`src/rtl/rotation_ramp_ctrl.sv`:
```
// Steering rotation sequencer: polls the delta calculator, ramps PWM duty toward a
// distance-dependent target, brakes to zero before reversing, and reports done/fault.
module rotation_ramp_ctrl #(
    parameter logic [7:0]  MAX_DUTY         = 8'd200,
    parameter logic [7:0]  MIN_DUTY         = 8'd30,
    parameter logic [7:0]  DUTY_STEP        = 8'd4,
    parameter logic [11:0] DECEL_THRESH     = 12'd256,
    parameter logic [11:0] DONE_THRESH      = 12'd4,
    parameter logic [15:0] RAMP_STEP_CYCLES = 16'd1000,
    parameter logic [5:0]  CALC_TIMEOUT     = 6'd32,
    parameter logic [2:0]  MAX_RETRIES      = 3'd4
) (
    input  logic        clock,
    input  logic        reset_n,
    input  logic        start,
    input  logic        abort,
    input  logic        calc_updated,
    input  logic        dir_shortest,
    input  logic [11:0] delta_angle,
    output logic        enable_calc,
    output logic [7:0]  pwm_duty,
    output logic        pwm_dir,
    output logic        busy,
    output logic        done,
    output logic        fault
);

    localparam logic [2:0] S_IDLE      = 3'd0;
    localparam logic [2:0] S_REQUEST   = 3'd1;
    localparam logic [2:0] S_WAIT_CALC = 3'd2;
    localparam logic [2:0] S_EVAL      = 3'd3;
    localparam logic [2:0] S_RUN       = 3'd4;

    logic [2:0]  state;
    logic [5:0]  tcnt;
    logic [2:0]  retry;
    logic [15:0] rcnt;
    logic [11:0] delta_q;
    logic        dir_q;
    logic [7:0]  target_q;
    logic [7:0]  eval_target;
    logic [7:0]  step_next;
    logic [8:0]  sum9;

    // Registered state decode keeps the request strictly one cycle wide and
    // drops it at the same edge that reset or abort returns the FSM to IDLE.
    assign enable_calc = (state == S_REQUEST);

    always_comb begin
        eval_target = MAX_DUTY;
        if ((dir_q != pwm_dir) && (pwm_duty != '0))
            eval_target = '0;
        else if (delta_q < DECEL_THRESH)
            eval_target = MIN_DUTY;
    end

    // 9-bit comparisons so neither the up-step nor the down-step can wrap.
    always_comb begin
        sum9      = {1'b0, pwm_duty} + {1'b0, DUTY_STEP};
        step_next = pwm_duty;
        if (target_q == '0) begin
            if ({1'b0, pwm_duty} < ({1'b0, MIN_DUTY} + {1'b0, DUTY_STEP}))
                step_next = '0;
            else
                step_next = pwm_duty - DUTY_STEP;
        end else if (pwm_duty == '0) begin
            step_next = MIN_DUTY;
        end else if (pwm_duty < target_q) begin
            step_next = (sum9 > {1'b0, target_q}) ? target_q : sum9[7:0];
        end else if (pwm_duty > target_q) begin
            if ({1'b0, pwm_duty} < ({1'b0, target_q} + {1'b0, DUTY_STEP}))
                step_next = target_q;
            else
                step_next = pwm_duty - DUTY_STEP;
        end
    end

    always_ff @(posedge clock) begin
        if (!reset_n) begin
            state    <= S_IDLE;
            tcnt     <= '0;
            retry    <= '0;
            rcnt     <= '0;
            delta_q  <= '0;
            dir_q    <= 1'b0;
            target_q <= '0;
            pwm_duty <= '0;
            pwm_dir  <= 1'b0;
            busy     <= 1'b0;
            done     <= 1'b0;
            fault    <= 1'b0;
        end else begin
            done <= 1'b0;
            if (abort) begin
                state    <= S_IDLE;
                pwm_duty <= '0;
                busy     <= 1'b0;
            end else begin
                case (state)
                    S_IDLE: begin
                        if (start) begin
                            fault <= 1'b0;
                            busy  <= 1'b1;
                            retry <= '0;
                            state <= S_REQUEST;
                        end
                    end
                    S_REQUEST: begin
                        tcnt  <= '0;
                        state <= S_WAIT_CALC;
                    end
                    S_WAIT_CALC: begin
                        if (calc_updated) begin
                            delta_q <= delta_angle;
                            dir_q   <= dir_shortest;
                            retry   <= '0;
                            state   <= S_EVAL;
                        end else if (({1'b0, tcnt} + 7'd1) == {1'b0, CALC_TIMEOUT}) begin
                            tcnt <= tcnt + 6'd1;
                            if (({1'b0, retry} + 4'd1) >= {1'b0, MAX_RETRIES}) begin
                                fault    <= 1'b1;
                                pwm_duty <= '0;
                                busy     <= 1'b0;
                                state    <= S_IDLE;
                            end else begin
                                retry <= retry + 3'd1;
                                state <= S_REQUEST;
                            end
                        end else begin
                            tcnt <= tcnt + 6'd1;
                        end
                    end
                    S_EVAL: begin
                        if (delta_q <= DONE_THRESH) begin
                            pwm_duty <= '0;
                            done     <= 1'b1;
                            busy     <= 1'b0;
                            state    <= S_IDLE;
                        end else begin
                            if (pwm_duty == '0)
                                pwm_dir <= dir_q;
                            target_q <= eval_target;
                            rcnt     <= '0;
                            state    <= S_RUN;
                        end
                    end
                    S_RUN: begin
                        if (rcnt == (RAMP_STEP_CYCLES - 16'd1)) begin
                            pwm_duty <= step_next;
                            state    <= S_REQUEST;
                        end else begin
                            rcnt <= rcnt + 16'd1;
                        end
                    end
                    default: state <= S_IDLE;
                endcase
            end
        end
    end

endmodule

```
`config.mk`:
```
export PLATFORM = sky130hd
export DESIGN_NAME = rotation_ramp_ctrl
export DESIGN_NICKNAME = d
export VERILOG_FILES = /design/src/rtl/rotation_ramp_ctrl.sv
export SDC_FILE = /design/constraint.sdc
export NUM_CORES = 1
export LEC_CHECK = 0
export ABC_AREA = 1
export CORE_UTILIZATION = 50
export CTS_BUF_LIST = sky130_fd_sc_hd__clkbuf_8 sky130_fd_sc_hd__clkbuf_16
export DETAILED_ROUTE_END_ITERATION = 10
export PLACE_DENSITY = 0.71
export SLEW_MARGIN = 5
export SYNTH_ARGS = -nofsm -noshare
export SYNTH_HDL_FRONTEND = slang
export SYNTH_SLANG_ARGS = --single-unit
```
`constraint.sdc`:
```
create_clock -name clock -period 5.77 [get_ports clock]
set_input_delay 0.8655 -clock clock [delete_from_list [all_inputs] [get_ports clock]]
set_output_delay 0.8655 -clock clock [all_outputs]
set_load 0.005 [all_outputs]
```
==> metrics.md <==
| Metric | Value |
|---|---|
| Library cell used as clock root buffer | clkbuf_8 |
| Worst Hold Class | reg2reg |
| Result of the run | complete, no violations |
| CP endpoint kind | register |
| Mean instance size in the synthesized netlist | 6.64 um2 |
| Critical path's slowest cell | clkdlybuf4s50_1 |
| Top-Level Pins | 31 |
| Worst Slack Setup Final | 2.98 ns |
| Maximum Capacitance Violations | 0 |
| Layout net count | 602 |
| Total iterations of the first detailed-routing run | 5 |
| Net Count, Synth | 575 |
| Top cell type by total area after synthesis | dfxtp_1 |
| Required time of the worst setup path | 6.00 ns |
| Hold Violations, Final | 0 |
| Crit path largest cell delay | 0.89 ns |
| Arrival @ worst endpoint | 3.02 ns |
| Main area contributors after synthesis | dfxtp_1 31%, nand2_1 13%, ha_1 8.5% |
| All-layer global routing usage | 22.4% |
| Share of cells above drive strength 1 | 6.06% |
| Library cells used by synthesis | 45 |
| HPWL Detailed | 6090 um |
| Area Growth Syn to Fin | 12.4% |
| Quantity of hold-fixing buffers added after cts | 0 |
| Number of global-route vias before repair | 3,056 |
| # H-tree levels | 2 |
| Num rows | 30 |
| Relative slew slack | 48.3% |
| CP max FO | 22 |
| GRT overflow | 0 |
| Routed wire length | 7850 um |
| Effective utilization at floorplan | 51.8% |
| DRC violations left | 0 |
| Yosys warning total | 0 |
| Pin count of the biggest net entering global routing | 23 |
| Power Dens Cells | 160 nW/um2 |
| Deepest clock path buffer count | 2 |
| Total vias in the final route | 3,378 |
| Number of buffers inserted during clock tree synthesis | 5 |
| Startpoint Class | input pin |
| Placed Cells incl. Taps | 649 |
| Part of the cycle the worst path needs | 48.3% |
| Worst VDD drop | 0.128 mV |
| Cell breakdown of the critical path | clkdlybuf4s50_1 > inv_1 > nor2_1 > clkinv_1 > nor3_1 |
| Chip Width | 86.2 um |
| Detail-routed net length per standard cell | 11.9 um |
| Post-DP Area | 3890 um2 |
| First-pass GRT wire length | 13,600 um |
| Std-Cell Core Area | 6830 um2 |
| Number of setup buffers added after CTS | 0 |
| Setup repair after global routing missed its margin | false |
| Count of placed standard cells in the final layout, fillers left out | 657 |
| Via/cell ratio | 5.14 |
| Min Clock Period, post-route | 2.79 ns |
| Max Transition Viols Final | 0 |
| Final Hold Slack | 0.451 ns |
| Setup TNS | 0 ns |
| Antenna violations before repair | 0 |
| Post-CTS Resized | 0 |
| Clock sinks | 55 |
| Later-pin clock latency in the skew report | 0.30 ns |
| Antenna-violating nets left | 0 |
| Post-route design area | 3980 um2 |
| Number of filler cells placed in the layout | 680 |
| Maximum clock skew at final layout | 0.00827 ns |
| Ant diodes | 0 |
| Pre-CTS WS | 2.62 ns |
| Achievable Freq | 0.359 GHz |
| Syn Inst Count | 533 |
| Reg clk slew, reported paths | 0.10 ns |
| Buffers on Ports | 29 |
| Post-synthesis register bit count | 55 |
| Overall die height | 86.2 um |
| First DRT Iteration DRCs | 157 |
| Final weighted congestion in routability-driven placement | 0.892 |
| Die ar. | 7420 um2 |
| Transition time at the pin with the least slew margin | 0.773 ns |
| Sequential-to-total area share from yosys stat | 31.1% |
| Fraction of synthesized cell area taken by the top area cell type | 31.1% |
| Clock tree from TritonCTS | built |
| Start-to-end type of the worst setup path | in2reg |
| Final setup vio count | 0 |
| Static Leakage | 0.00175 uW |
| Summed instance area of the synthesized netlist | 3540 um2 |
-- per-layer routing --
| layer | vias up | global-route usage (%) | share of wire [%] |
|---|---|---|---|
| li1 | 1792 | - | - |
| met5 | - | 0 | 0 |
| met2 | 60 | 38.0 | 46 |
| met4 | 0 | 4.24 | 0.34 |
| met3 | 2 | 2.89 | 3.5 |
| met1 | 1524 | 30.6 | 50 |
-- placed cells by master, fill, tap and decap left out, drive strengths merged --
cell type and instances:
a211oi 1, a21boi 2, a21o 2, a21oi 45, a31oi 2, and2 1, and3 1, bufinv 1
clkbuf 5, clkdlybuf4s50 29, clkinv 1, conb 1, dfxtp 55, ha 24, inv 61, nand2 129
nand3 30, nand3b 2, nand4 9, nor2 83, nor3 19, nor3b 2, nor4 1, o211a 2
o211ai 1, o21a 1, o21ai 35, o21bai 2, or2 3, xor2 11
-- power breakdown --
group	switching (uW)	leakage, uW	internal, uW
Clock	122	0.0000511	84.4
Sequential	2.40	0.000444	383
Combinational	23.1	0.00125	20.4
Total	148	0.00175	487
-- per-stage QoR --
| stage | total power (uW) | util, % |
|---|---|---|
| after floorplan | 416 | - |
| final | 635 | 58.3 |
| after global routing | 660 | 58.3 |
| after CTS | 640 | 58.3 |
| after global placement | 437 | 57.0 |
| after detailed placement | 437 | 57.0 |
-- kinds of logic after synthesis --
logic type / after synthesis / share of synthesized area (%)
other: 1 / 0.106
AO/OA/AOI/OAI: 93 / 14.1
adder cells (fa/ha/maj): 24 / 8.48
buffers and inverters: 69 / 8.41
XOR/XNOR: 11 / 2.72
flip-flops: 55 / 31.1
AND/OR/NAND/NOR: 280 / 35.1
-- flip-flops by register name, summed over array words and instances, names as in the netlist --
register / flops
dir_q: 1
tcnt: 6
target_q: 3
retry: 3
rcnt: 16
pwm_dir: 1
done: 1
busy: 1
fault: 1
delta_q: 12
pwm_duty: 7
state: 3
-- cell usage after synthesis (all sizes together) --
cell	n
bufinv	1
ha	24
nand2	129
a21oi	45
or2	3
inv	58
and3	1
nor3b	2
conb	1
nand3b	2
dfxtp	55
a21o	2
nand3	30
a31oi	2
o21ai	35
a211oi	1
o211ai	1
nor2	83
o21bai	2
xor2	11
o21a	1
nand4	9
clkinv	1
a21boi	2
and2	1
nor4	1
nor3	19
buf	4
clkbuf	5
o211a	2
-- worst max-delay path: cells and delay by family --
kind	cells	cell delay (ns)
simple gates	2	0.56
buf+inv	3	1.58
-- area by class of cell --
class | count | area, um2 | area share, %
flip-flops and latches | 55 | 1100 | 27.7
inverters | 60 | 241 | 6.07
well taps | 96 | 120 | 3.02
multi-input cells | 409 | 2140 | 53.8
repair buffers | 29 | 290 | 7.29
clock buffers | 5 | 68.8 | 1.73
clock inverters | 3 | 16.3 | 0.409
-- path summary, 6_finish.rpt --
path                       startpoint                        to  cells after the start  slack, ns
min                 busy$_SDFFE_PP0P_         busy$_SDFFE_PP0P_                      2       0.45
max reg2reg  pwm_duty[2]$_SDFFE_PP0P_  pwm_duty[7]$_SDFFE_PP0P_                     16       3.06
min reg2reg         busy$_SDFFE_PP0P_         busy$_SDFFE_PP0P_                      2       0.45
max                           reset_n     state[0]$_SDFFE_PP0P_                      5       2.98
Note: power is estimated with default switching activity, not from simulation.
